$ cat src/rtl/add_arbiter.sv
// rtl/add_arbiter.sv - round-robin scheduler time-sharing one registered adder among NREQ requesters
module add_arbiter #(
  parameter int NREQ  = 4,
  parameter int WIDTH = 8,
  parameter int LAT   = 2
) (
  input  logic                    clk,
  input  logic                    rst_n,
  input  logic [NREQ-1:0]         req,
  input  logic [NREQ*WIDTH-1:0]   a_in,
  input  logic [NREQ*WIDTH-1:0]   b_in,
  output logic [NREQ-1:0]         grant,
  output logic [NREQ-1:0]         done,
  output logic [WIDTH:0]          sum,
  output logic                    busy
);

  localparam int IW = (NREQ > 1) ? $clog2(NREQ) : 1;
  localparam int CW = (LAT > 1) ? $clog2(LAT) : 1;
  localparam logic [CW-1:0] CNT_LOAD = CW'(LAT - 1);
  localparam logic [IW-1:0] LAST_RST = IW'(NREQ - 1);

  typedef enum logic {IDLE, CALC} state_t;

  state_t            state, state_n;
  logic [CW-1:0]     cnt, cnt_n;
  logic [IW-1:0]     last, last_n;
  logic [WIDTH-1:0]  op_a, op_a_n, op_b, op_b_n;
  logic [NREQ-1:0]   grant_n, done_n;
  logic [WIDTH:0]    sum_n;

  logic [WIDTH-1:0]  a_arr [NREQ];
  logic [WIDTH-1:0]  b_arr [NREQ];
  logic              win_found;
  logic [IW-1:0]     win_idx;
  logic [IW-1:0]     cand;

  always_comb begin
    for (int i = 0; i < NREQ; i++) begin
      a_arr[i] = a_in[i*WIDTH +: WIDTH];
      b_arr[i] = b_in[i*WIDTH +: WIDTH];
    end
  end

  // Search starts just after the last winner and wraps, so the first hit is the RR choice.
  always_comb begin
    win_found = 1'b0;
    win_idx   = '0;
    cand      = '0;
    for (int k = 1; k <= NREQ; k++) begin
      cand = IW'((int'(last) + k) % NREQ);
      if (!win_found && req[cand]) begin
        win_found = 1'b1;
        win_idx   = cand;
      end
    end
  end

  always_comb begin
    state_n = state;
    cnt_n   = cnt;
    last_n  = last;
    op_a_n  = op_a;
    op_b_n  = op_b;
    grant_n = grant;
    done_n  = '0;
    sum_n   = sum;
    case (state)
      IDLE: begin
        if (win_found) begin
          op_a_n  = a_arr[win_idx];
          op_b_n  = b_arr[win_idx];
          grant_n = {{(NREQ-1){1'b0}}, 1'b1} << win_idx;
          cnt_n   = CNT_LOAD;
          last_n  = win_idx;
          state_n = CALC;
        end
      end
      CALC: begin
        if (cnt != '0) begin
          cnt_n = cnt - 1'b1;
        end else begin
          sum_n   = {1'b0, op_a} + {1'b0, op_b};
          done_n  = grant;
          grant_n = '0;
          state_n = IDLE;
        end
      end
      default: state_n = IDLE;
    endcase
  end

  always_ff @(posedge clk or negedge rst_n) begin
    if (!rst_n) begin
      state <= IDLE;
      cnt   <= '0;
      last  <= LAST_RST;
      op_a  <= '0;
      op_b  <= '0;
      grant <= '0;
      done  <= '0;
      sum   <= '0;
    end else begin
      state <= state_n;
      cnt   <= cnt_n;
      last  <= last_n;
      op_a  <= op_a_n;
      op_b  <= op_b_n;
      grant <= grant_n;
      done  <= done_n;
      sum   <= sum_n;
    end
  end

  assign busy = (state == CALC);

endmodule

$ cat config.mk
export PLATFORM = sky130hd
export DESIGN_NAME = add_arbiter
export DESIGN_NICKNAME = d
export VERILOG_FILES = /design/src/rtl/add_arbiter.sv
export SDC_FILE = /design/constraint.sdc
export NUM_CORES = 1
export LEC_CHECK = 0
export CAP_MARGIN = 20
export CORE_MARGIN = 4
export CORE_UTILIZATION = 48
export DETAILED_ROUTE_END_ITERATION = 16
export PLACE_DENSITY = 0.9
export SETUP_SLACK_MARGIN = 0.1
export SLEW_MARGIN = 20
export SYNTH_ARGS = -nofsm -noshare
export SYNTH_HDL_FRONTEND = slang
export SYNTH_SLANG_ARGS = --single-unit
$ cat constraint.sdc
create_clock -name clk -period 2.85 [get_ports clk]
set_input_delay 0.57 -clock clk [delete_from_list [all_inputs] [get_ports clk]]
set_output_delay 0.57 -clock clk [all_outputs]
set_load 0.01 [all_outputs]
==> results.md, run 1 <==
Outcome:
- The flow ran to the end, and the final reports show no timing, DRC or antenna violations.

Yosys:
- The cell taking the most area after synthesis is sky130_fd_sc_hd__dfrtp_1.
- For this run, the leading register cell type out of synthesis is sky130_fd_sc_hd__dfrtp_1.
- The most common cell in the synthesized netlist is sky130_fd_sc_hd__dfrtp_1.
- The synthesized net count is between 300 and 400.
- The arithmetic-cell share of the synthesized area counting full adders, half adders and majority gates is 0.0498.
- In this run, synthesis produced a sequential element count of 37.
- The post-synthesis cell type count is 49.
- After synthesis the cells add up to 2410 µm².
- Counting flops with a built-in enable in the synthesized netlist gives 0.
- For this run, the number of Yosys warnings is 0.
- For this run, the register share of the synthesized area comes to 0.385.
- By count the netlist is led by 35 x sky130_fd_sc_hd__dfrtp_1, 19 x sky130_fd_sc_hd__a211oi_1, 18 x sky130_fd_sc_hd__inv_1.
- The xor and xnor area share after synthesis is 0.00363.
- Of the post-synthesis cell area, the part taken by muxes is 0.103.
- The compound-gate portion of the synthesized area was 0.233.
- The top-area cell type share of the netlist area is 0.363.
- Yosys attributes the largest share of cell area to sky130_fd_sc_hd__dfrtp_1 36%, sky130_fd_sc_hd__mux2i_1 7.1%, sky130_fd_sc_hd__a211oi_1 5.9%.
- The synthesized netlist cell count is 244.
- The mean instance size in the synthesized netlist is 9.88 µm².
- For this run, asynchronously set or reset flops after synthesis account for 1.00.
- Of the total synthesized cell area, the portion taken by AND, OR, NAND and NOR gates is 0.158.
- The main combinational cell family by area after synthesis is compound AO/OA/AOI/OAI gates.

Place:
- The cell area after placement is 3340 µm².
- The placed instance count is a little under 400.
- The sum of net half-perimeters after detailed placement is a little over 5000 µm.
- The count of buffers added on input and output ports is 87.
- The last weighted congestion value of the routability-driven placer is 0.840.

STA:
- For the pin with the worst max-slew slack, the measured transition is 0.798 ns.
- The remaining max-slew budget at the tightest pin is 0.468.
- The sum of negative setup slack is 0 ns.
- The final-report setup violation count is 0.
- The final worst-path cycle share is 0.823.
- The final critical delay including setup and external delays is 2.35 ns.
- The worst hold slack after final layout is ~0.36 ns.
- Setup repair after global routing left no endpoint under its margin.
- For this run, the top clock speed supported by timing is 426 MHz.
- The final count of pins violating max slew is 0.
- The count of endpoints failing hold in the final timing report is 0.
- The final setup skew is between 0.007 and 0.008 ns.

Setup path:
- The top fanout value on the critical path is 12.
- STA puts the critical path data required time at 3.03 ns.
- The path type of the worst setup path is input pin to flip-flop.
- The critical path's largest stage delay is 0.50 ns.
- The data arrival time at the worst-slack endpoint is 2.53 ns.
- The family with the most delay on the worst path is compound AO/OA/AOI/OAI gates.
- The signal on the critical path passes through clkdlybuf4s50_1 -> nand2b_1 -> o21ai_1 -> a21oi_4 -> mux2_2 -> a221o_1.
- The startpoint class of the critical path is an input pin.
- STA classifies the critical path endpoint as a flip-flop.
- The count of buffer and inverter cells on the critical path is 1.
- The highest-delay cell along the critical path is sky130_fd_sc_hd__clkdlybuf4s50_1.

Die:
- For this configuration, the core starts out at a cell density of 0.504.
- The die covers 6220 µm².
- In this run the count of I/O pins placed on the die edge is 88.
- In this run the core area contains 25 standard-cell rows.
- The height of the die is roughly 80 µm.
- After floorplanning, the core was sized to cover approximately 4800 µm².
- The die extent in x is 78.9 µm.

Cells and area:
- The number of non-filler instances in the completed layout is 402.
- The number of antenna diodes in the final layout is 0.
- The count of nets after finishing is 413.
- The post-route standard cell area excluding fillers is 3420 µm².
- The signed area change from the synthesized netlist to the final layout is 42.0%.
- Of the cells placed in the final design, the portion with a size suffix greater than 1 is 0.116.
- Counting the fill cells in the layout gives 369.

Power and ir drop:
- Power spread over the standard cell area amounts to 987 nW/µm².
- Summed over all cells, the static leakage comes to 1.44 nW.
- The worst-case IR drop observed on VDD is around 0.53 mV.

Global routing:
- The pin count of the biggest net entering global routing is 38.
- The total congestion overflow is 0.
- For this run, the total global-route usage over all layers was measured as 0.211.
- The number of global-route vias before repair is approximately 2200.
- The number of antenna violations at the first check in global routing is 0.
- The first-pass GRT wire length is 10200 µm.

Route:
- After detailed routing, the number of remaining DRC violations is 0.
- For this block, the via count after detailed routing is 2226.
- For this block, the routed nets add up to 6290 µm of wire.
- The count of nets left with antenna violations after detail routing is 0.
- Dividing the detail-routed via count by the number of cells gives 5.54.
- The mean routed wirelength per cell is 15.6 µm.
- The number of iterations in the first detailed-routing pass is 4.
- For this block, the initial DRC count from the detailed router was 107.

CTS:
- The hold buffer count at cts is 0.
- The number of H-tree branching levels is 2.
- The TritonCTS clock tree is yes.
- At the later pin of the worst-skew pair, clock insertion delay measures about 0.29 ns.
- After clock tree synthesis, the clock-pin slew on the worst setup and hold paths is 0.07 ns.
- Clock tree synthesis selected as its root buffer the cell sky130_fd_sc_hd__clkbuf_8.
- The number of buffers created by CTS is 5.
- The clock passes through at most 2 buffers.
- The clock net in this run drives a total of 37 sinks.

Flow run:
- The number of max-cap violations is 0.

Min path:
- In this run the worst hold path is classified as input pin to async pin.
==> power by group <==
group,switching [W],internal [W]
Combinational,0.00103,0.00101
Clock,0.000179,0.000174
Sequential,0.000195,0.000795
Total,0.00140,0.00198
==> layout make-up <==
cell class,count,area [µm²],area share
clock buffer,8,80.1,0.0234
inverter,18,67.6,0.0197
multi-input combinational,175,1320,0.386
sequential,37,928,0.271
tap,67,83.8,0.0245
timing repair buffer,97,941,0.275
==> sequential cells by signal, summed over array words and instances, names as in the netlist <==
| signal | count |
|---|---|
| last | 2 |
| grant | 4 |
| busy | 1 |
| op_b | 8 |
| sum | 9 |
| done | 4 |
| op_a | 8 |
| cnt | 1 |
==> per-stage QoR <==
stage,power (W),setup WS (ns),utilization
finish,0.00338,0.503,0.715
global route,0.00367,0.373,0.715
CTS,0.00339,0.245,0.715
detailed placement,0.00302,-0.0548,0.698
global placement,0.00294,0.0944,0.698
floorplan,0.00238,0.949,-
==> placed cells by master (no fill, tap or decap), drive strengths merged <==
cell type	instances
a211oi	27
a21o	4
a21oi	6
a221o	7
a221oi	1
a22o	1
a2bb2oi	1
a32o	1
and2	4
and3	2
and3b	1
buf	11
clkbuf	8
clkdlybuf4s50	86
dfrtp	35
dfstp	2
fa	1
ha	8
inv	18
mux2	7
mux2i	17
nand2	12
nand2b	3
nand3	17
nor2	15
nor2b	5
nor3	4
nor3b	2
nor4	1
o2111ai	1
o21a	2
o21ai	9
o22ai	1
o311ai	1
o31ai	5
or2	3
or3	4
or4	1
xor2	1
==> final timing paths <==
| path | from | endpoint | slack [ns] | cells after the start |
|---|---|---|---|---|
| setup / recovery | req[2] | op_a[3]$_DFFE_PN0P_ | 0.50 | 6 |
| hold / removal | rst_n | sum[6]$_DFFE_PN0P_ | 0.36 | 1 |
| setup reg to reg | last[1]$_DFFE_PN1P_ | op_a[3]$_DFFE_PN0P_ | 0.63 | 5 |
| hold reg to reg | sum[7]$_DFFE_PN0P_ | sum[7]$_DFFE_PN0P_ | 0.48 | 2 |
| max in group asynchronous | rst_n | op_a[1]$_DFFE_PN0P_ | 1.98 | 1 |
| min in group clk | sum[7]$_DFFE_PN0P_ | sum[7]$_DFFE_PN0P_ | 0.48 | 2 |
==> logic make-up after synthesis <==
group | after synthesis
and+or+nand+nor | 74
AOI/OAI and AO/OA | 67
DFF | 37
buffers and inverters | 32
muxes | 24
adders and majority gates | 9
xor gates and xnor gates | 1
==> layer usage <==
metal	GRT usage	up-vias	wire [µm]
li1	-	1076	-
met1	0.255	1056	2590
met3	0.0646	10	508
met4	0.0945	0	137
met2	0.345	84	3050
met5	0	-	0
==> repair_timing <==
action / in CTS / in global routing
gates resized for setup: 0 / 1
setup buffers: 0 / 0
endpoints found under the setup margin: 0 / 4
(Power assumes the default switching activity.)
==> inputs of run 2 (changes only) <==
--- a/config.mk
+++ b/config.mk
@@ -7,9 +7,9 @@
 export LEC_CHECK = 0
 export CAP_MARGIN = 20
 export CORE_MARGIN = 4
-export CORE_UTILIZATION = 48
+export CORE_UTILIZATION = 45
 export DETAILED_ROUTE_END_ITERATION = 16
-export PLACE_DENSITY = 0.9
+export PLACE_DENSITY = 0.86
 export SETUP_SLACK_MARGIN = 0.1
 export SLEW_MARGIN = 20
 export SYNTH_ARGS = -nofsm -noshare
==> constraint.sdc (replaced) <==
create_clock -name clk -period 2.3 [get_ports clk]
set_input_delay 0.46 -clock clk [delete_from_list [all_inputs] [get_ports clk]]
set_output_delay 0.46 -clock clk [all_outputs]
set_load 0.01 [all_outputs]
==> run 2 against run 1 <==
Net effect: routed wire length rose by 0.72%; critical endpoint is now op_b[6]$_DFFE_PN0P_; sequential cell count did not move; via count is 1.2% lower; largest cell class unchanged; critical path type unchanged; core utilization is 3.8 points lower.
==> results.md, run 2 (synthesized netlist as in run 1, its figures left out) <==
Setup path:
- Traced cell by cell, the critical path runs through clkdlybuf4s50_1 -> mux2i_1 -> o22ai_1 -> a21oi_4 -> buf_12 -> mux2_2 -> a221o_1.
- The critical path's largest stage delay is 0.47 ns.
- STA puts the critical path data required time at 2.47 ns.
- The highest-delay cell along the critical path is sky130_fd_sc_hd__clkdlybuf4s50_1.
- Of all nets on the critical path, the largest fanout is 7.
- The number of cells on the worst reg-to-reg path is 6.
- STA classifies the critical path startpoint as an input pin.
- The critical path is of the input pin to flip-flop type.
- The kind of end point of the critical path is a flip-flop.
- At the worst endpoint, the arrival time is 2.25 ns.

Place:
- The sum of net half-perimeters after detailed placement is 5130 µm.
- The last weighted congestion value of the routability-driven placer is 0.820.
- After detailed placement, the design holds a cell count of 403.
- During placement, the flow inserted port buffers numbering 87.
- The worst setup slack before clock tree synthesis is -0.0886 ns.

Route:
- The count of nets left with antenna violations after detail routing is 0.
- The via count is 2200.
- The number of remaining DRC errors is 0.
- The final layout contains routed wiring with a total length of between 6000 and 7000 µm.
- The number of iterations in the first detailed-routing pass is 4.
- In the routed layout, each cell is associated on average with a via count of between 5 and 6.
- The first routing iteration left 102 violations.
- After detailed routing, the average wire length per cell comes to 15.4 µm.

Cells and area:
- More flip-flops sit in one register than any other, and that register is sum.
- Leaving out fill and tap cells, the most frequent cell in the layout is sky130_fd_sc_hd__clkdlybuf4s50_1.
- The fraction of layout instances using a drive strength above 1 is 0.129.
- In the final design database the tool counted 419 nets.
- The signed area change from the synthesized netlist to the final layout is 44.4%.
- The number of non-filler instances in the completed layout is 411.
- The register with the most flip-flops in the layout has 9 of them.
- In the final layout, the registers with the most flip-flops are sum x9, op_a x8, op_b x8.
- In the layout the commonest cells are 86 x sky130_fd_sc_hd__clkdlybuf4s50_1, 35 x sky130_fd_sc_hd__dfrtp_1, 19 x sky130_fd_sc_hd__a211oi_1.
- The layout filler cell count is 413.
- The repair_antennas step left the layout with diodes totalling 0.

STA:
- The post-route worst setup slack is roughly 0.22 ns.
- Headroom to the max-slew limit came out at 0.448.
- The worst hold slack after final layout is 0.267 ns.
- The count of endpoints failing hold in the final timing report is 0.
- The clock period could shrink to 2.08 ns.
- The final worst-path cycle share is 0.903.
- Setup violations remaining at the end of the flow were counted as 0.
- The final count of pins violating max slew was 0.
- Setup repair after global routing left no endpoint under its margin.
- The final setup skew is 0.00443 ns.
- For this run, the top clock speed supported by timing is between 400 and 500 MHz.
- At the pin with the least slew margin, the transition time is 0.828 ns.

CTS:
- The number of clock sinks is 37.
- TritonCTS built the clock tree.
- The hold buffer count at cts is 0.
- The number of buffers between clock root and the deepest sink is 2.
- The clock transition at the register clock pins on the worst setup and hold paths after CTS is ~0.07 ns.
- The cell at the root of the clock tree is sky130_fd_sc_hd__clkbuf_8.
- The total of cells resized after clock tree synthesis is 0.
- The H-tree was split into 2 levels.
- The number of clock buffers added by TritonCTS is 5.
- Clock latency on the worst-skew pair, taken at its later pin, is 0.29 ns.
- The post-CTS setup repair buffer count is 0.

Die:
- Measured along the x axis, the die boundary spans about 81 µm.
- The die is roughly 80 µm tall.
- The I/O pin count is 88.
- The cell row count is 26.
- The die outline area is 6590 µm².
- The effective utilization at floorplan is 0.469.
- The core region is 5140 µm².

Outcome:
- The run finished with clean final reports.

Global routing:
- The met3 track demand over resource in global routing is 0.0466.
- Global routing finished with a remaining overflow of 0.
- The met1 routing resource usage after global routing is 0.239.
- The global routing usage on met2 is 0.357.
- The global-route usage over all layers is 0.204.
- The pin count of the biggest net entering global routing is 38.
- The number of global-route vias before repair is 2163.
- The first global-routing pass estimated 10100 µm of wire.
- The number of antenna violations at the first check in global routing is 0.
- met2 is the most crowded layer.

Power and ir drop:
- The design draws 0.00426 W.
- The leakage dissipation is around 1.5 nW.
- The power density over the cells is 1220 nW/µm².
- VDD sags by at most 0.603 mV.

Min path:
- The tightest min-delay check is of the input pin to async pin type.

Flow run:
- The number of max-cap violations is 0.
-- run 2: cell types whose count changed in the layout (fill, tap and decap cells not counted) --
cell / delta
sky130_fd_sc_hd__buf_4: +5
sky130_fd_sc_hd__buf_12: +1
sky130_fd_sc_hd__nor2_1: +1
sky130_fd_sc_hd__nor2_2: -1
-- run 2: worst paths after layout --
path,endpoint,slack [ns],startpoint
max,op_b[6]$_DFFE_PN0P_,0.22,req[3]
min,done[3]$_DFF_PN0_,0.27,rst_n
max reg2reg,op_b[6]$_DFFE_PN0P_,0.22,last[1]$_DFFE_PN1P_
min reg2reg,sum[1]$_DFFE_PN0P_,0.48,sum[1]$_DFFE_PN0P_
max in group asynchronous,op_a[2]$_DFFE_PN0P_,1.51,rst_n
min in group clk,sum[1]$_DFFE_PN0P_,0.48,sum[1]$_DFFE_PN0P_
-- run 2: area by class of cell --
type	instances	area (µm²)	share of cell area
Clock buffer	8	80.1	0.0230
Inverter	18	67.6	0.0194
Multi-Input combinational cell	175	1320	0.379
Sequential cell	37	928	0.267
Tap cell	70	87.6	0.0252
Timing Repair Buffer	103	998	0.287
-- run 2: through the flow --
stage	setup TNS, ns	util	instance area, µm²
after CTS	0	0.677	3480
after global routing	0	0.677	3480
final	0	0.677	3480
after global placement	-0.107	0.662	3400
after floorplan	0	-	2410
after detailed placement	-0.895	0.662	3400
-- run 2: worst max-delay path: cells and delay by family --
kind                   cells  cell delay (ns)
AOI/OAI and AO/OA          3             0.67
buffers and inverters      2             0.62
muxes                      2             0.50
-- run 2: report_power, final --
group	total, W	internal [W]	switching (W)	leakage [nW]
clock	0.000436	0.000215	0.000221	0.0395
combinational	0.00260	0.00131	0.00129	0.990
sequential	0.00123	0.000985	0.000242	0.448
total	0.00426	0.00251	0.00176	1.48
-- run 2: per-layer routing --
layer	routed length, µm	vias to the layer above
li1	-	1093
met1	2610	1027
met2	3130	74
met3	499	6
met4	87	0
met5	0	-
==> inputs of run 3 (changes only) <==
--- a/config.mk
+++ b/config.mk
@@ -6,6 +6,7 @@
 export NUM_CORES = 1
 export LEC_CHECK = 0
 export CAP_MARGIN = 20
+export CORE_ASPECT_RATIO = 1.5
 export CORE_MARGIN = 4
 export CORE_UTILIZATION = 45
 export DETAILED_ROUTE_END_ITERATION = 16
==> run 3 against run 2 <==
Net effect: sequential power about the same; critical path type unchanged; largest cell class unchanged; hold slack got worse by 0.0087 ns; clock power grew 56%; sequential share of layout area shrank 0.33 points.
==> results.md, run 3 (synthesized netlist as in run 1, its figures left out) <==
Flow run:
- The number of max-cap violations is 0.

Power and ir drop:
- For this design the static power due to leakage is 1.50 nW.
- Power spread over the standard cell area amounts to 1280 nW/µm².
- The peak supply drop is between 0.6 and 0.7 mV.

Cells and area:
- The register with the most flip-flops is sum.
- The count of nets after finishing is roughly 420.
- The count of cells in the finished layout, fillers not included, comes to 407.
- In the layout the commonest cells are 86 x sky130_fd_sc_hd__clkdlybuf4s50_1, 35 x sky130_fd_sc_hd__dfrtp_1, 19 x sky130_fd_sc_hd__a211oi_1.
- The flip-flop count of the largest register, all copies and words added is 9.
- The post-route standard cell area excluding fillers is approximately 3500 µm².
- The largest registers in the layout are sum x9, op_a x8, op_b x8.
- The total inserted antenna cells is 0.
- The fraction of layout instances using a drive strength above 1 is 0.139.
- The signed area change from the synthesized netlist to the final layout is 46.2%.
- Leaving out fill and tap cells, the most frequent cell in the layout is sky130_fd_sc_hd__clkdlybuf4s50_1.

Global routing:
- The total congestion overflow is 0.
- The first global-routing pass estimated roughly 11000 µm of wire.
- The pin count of the biggest net entering global routing is 38.
- The number of antenna violations at the first check in global routing is 0.
- The number of global-route vias before repair was approximately 2400.
- The global-route usage over all layers is 0.218.

Setup path:
- The critical path ends at op_a[4]$_DFFE_PN0P_.
- For this run, the slowest stage of the critical path takes 0.58 ns.
- At the worst endpoint, the arrival time is around 2.3 ns.
- Setup slack on the worst reg-to-reg path comes out at 0.26 ns.
- The number of cells on the worst reg-to-reg path is 8.
- STA puts the critical path data required time at 2.47 ns.
- The reg-to-reg startpoint is op_b[0]$_DFFE_PN0P_.
- The timing startpoint of the critical path is req[3].
- STA classifies the critical path startpoint as an input pin.
- Of all nets on the critical path, the largest fanout is 14.
- The signal on the critical path passes through clkdlybuf4s50_1 -> and3b_1 -> o31ai_4 -> nor2_2 -> buf_4 -> a211oi_2.
- The path type of the worst setup path is input pin to flip-flop.
- The kind of end point of the critical path is a flip-flop.
- The worst register-to-register path ends at sum[8]$_DFFE_PN0P_.
- The highest-delay cell along the critical path is sky130_fd_sc_hd__nor2_2.

Place:
- The number of buffers inserted by port buffering is between 80 and 90.
- Once placement completed, the tool counted placed cells totaling 399.
- The placed instances occupy a cell area of ~3400 µm².
- The last weighted congestion value of the routability-driven placer is 0.831.
- The sum of net half-perimeters after detailed placement is 5180 µm.

Die:
- The height of the die is 97.7 µm.
- The cell row count is 32.
- The die covers 6620 µm².
- For this configuration, the core starts out at a cell density of 0.467.
- 88 I/O pins were placed.
- The die extent in x is a little under 70 µm.
- The total area inside the core boundary comes to 5160 µm².

STA:
- The count of endpoints failing hold in the final timing report is 0.
- In this run the tightest slew margin relative to its limit is 0.456.
- The maximum clock frequency is 478 MHz.
- The final critical delay including setup and external delays is 2.09 ns.
- The transition time at the pin with the least slew margin is 0.816 ns.
- On the final layout, the worst clock skew is 0.00621 ns.
- Of the available clock period, the critical path in the final layout requires 0.910.
- Setup violations remaining at the end of the flow were counted as 0.
- The worst hold slack after final layout is 0.258 ns.
- Setup repair after global routing left no endpoint under its margin.
- The final count of pins violating max slew is 0.

CTS:
- The post-CTS setup repair buffer count is 0.
- The TritonCTS clock tree is yes.
- The worst-skew pair later-pin latency is about 0.30 ns.
- The clock transition at the register clock pins on the worst setup and hold paths after CTS is 0.08 ns.
- The tree is rooted in a sky130_fd_sc_hd__clkbuf_8.
- The longest clock path from root to sink contains 2 buffers.
- Hold repair after CTS inserted 0 buffers.
- Post-CTS repair changed the size of 0 cells.
- TritonCTS created 5 clock buffers.
- The H-tree generated during clock tree synthesis spans 2 levels.
- The number of clock sinks is 37.

Min path:
- The path class of the tightest hold or removal check is input pin to async pin.

Route:
- The initial detailed-routing violation count is 232.
- After detailed routing, the average wire length per cell comes to about 16 µm.
- The final wirelength is 6690 µm.
- The via density per instance is ~5.6.
- Summing over every cut layer, the via total after detailed routing is about 2300.
- The number of remaining DRC errors is 0.
- The count of nets left with antenna violations after detail routing is 0.
- Before antenna repair, the detailed router went through 5 iterations.

Outcome:
- The run finished with clean final reports.
==> run 3: changes by cell type in the layout (fill, tap and decap cells not counted), sizes merged <==
| cell | delta |
|---|---|
| buf | -2 |
| bufinv | +2 |
| clkbuf | -3 |
| clkinv | +1 |
==> run 3: how the worst min path moves through the flow <==
stage / from / to / slack, ns / depth (start not counted)
floorplan: rst_n / busy$_DFF_PN0_ / 0.16 / 0
global placement: sum[5]$_DFFE_PN0P_ / sum[5]$_DFFE_PN0P_ / 0.46 / 2
detailed placement: sum[4]$_DFFE_PN0P_ / sum[4]$_DFFE_PN0P_ / 0.47 / 2
CTS: rst_n / op_a[7]$_DFFE_PN0P_ / 0.28 / 1
global route: rst_n / op_a[3]$_DFFE_PN0P_ / 0.32 / 1
finish: rst_n / op_a[3]$_DFFE_PN0P_ / 0.26 / 1
==> run 3: final cells by class <==
type,instances,area [µm²]
fill,360,1640
multi-input combinational,175,1330
timing repair buffer,101,983
sequential,37,928
tap,68,85.1
clock buffer,5,68.8
inverter,18,67.6
clock inverter,3,65.1
==> run 3: power breakdown <==
| group | leakage [nW] | switching (W) | internal [W] |
|---|---|---|---|
| combinational | 0.980 | 0.00132 | 0.00129 |
| clock | 0.0681 | 0.000248 | 0.000431 |
| sequential | 0.448 | 0.000250 | 0.000984 |
| total | 1.50 | 0.00181 | 0.00270 |
==> run 3: critical path, delay by kind of cell <==
kind,cells,cell delay (ns)
and+or+nand+nor,2,0.81
buffers and inverters,2,0.84
AOI/OAI and AO/OA,2,0.16
==> run 3: stage by stage <==
stage | power (W) | setup WS, ns | setup TNS, ns | util
4_1_cts | 0.00453 | 0.167 | 0 | 0.681
5_1_grt | 0.00485 | 0.110 | 0 | 0.683
3_3_place_gp | 0.00371 | 0.00136 | 0 | 0.655
6_report | 0.00452 | 0.206 | 0 | 0.683
3_5_place_dp | 0.00381 | -0.0904 | -0.655 | 0.655
2_1_floorplan | 0.00295 | 0.399 | 0 | -
==> run 3: per-layer routing <==
| layer | global-route usage | share of wire | vias to the layer above |
|---|---|---|---|
| li1 | - | - | 1086 |
| met1 | 0.224 | 0.35 | 1110 |
| met2 | 0.401 | 0.56 | 77 |
| met3 | 0.0509 | 0.052 | 17 |
| met4 | 0.0891 | 0.031 | 0 |
| met5 | 0 | 0 | - |
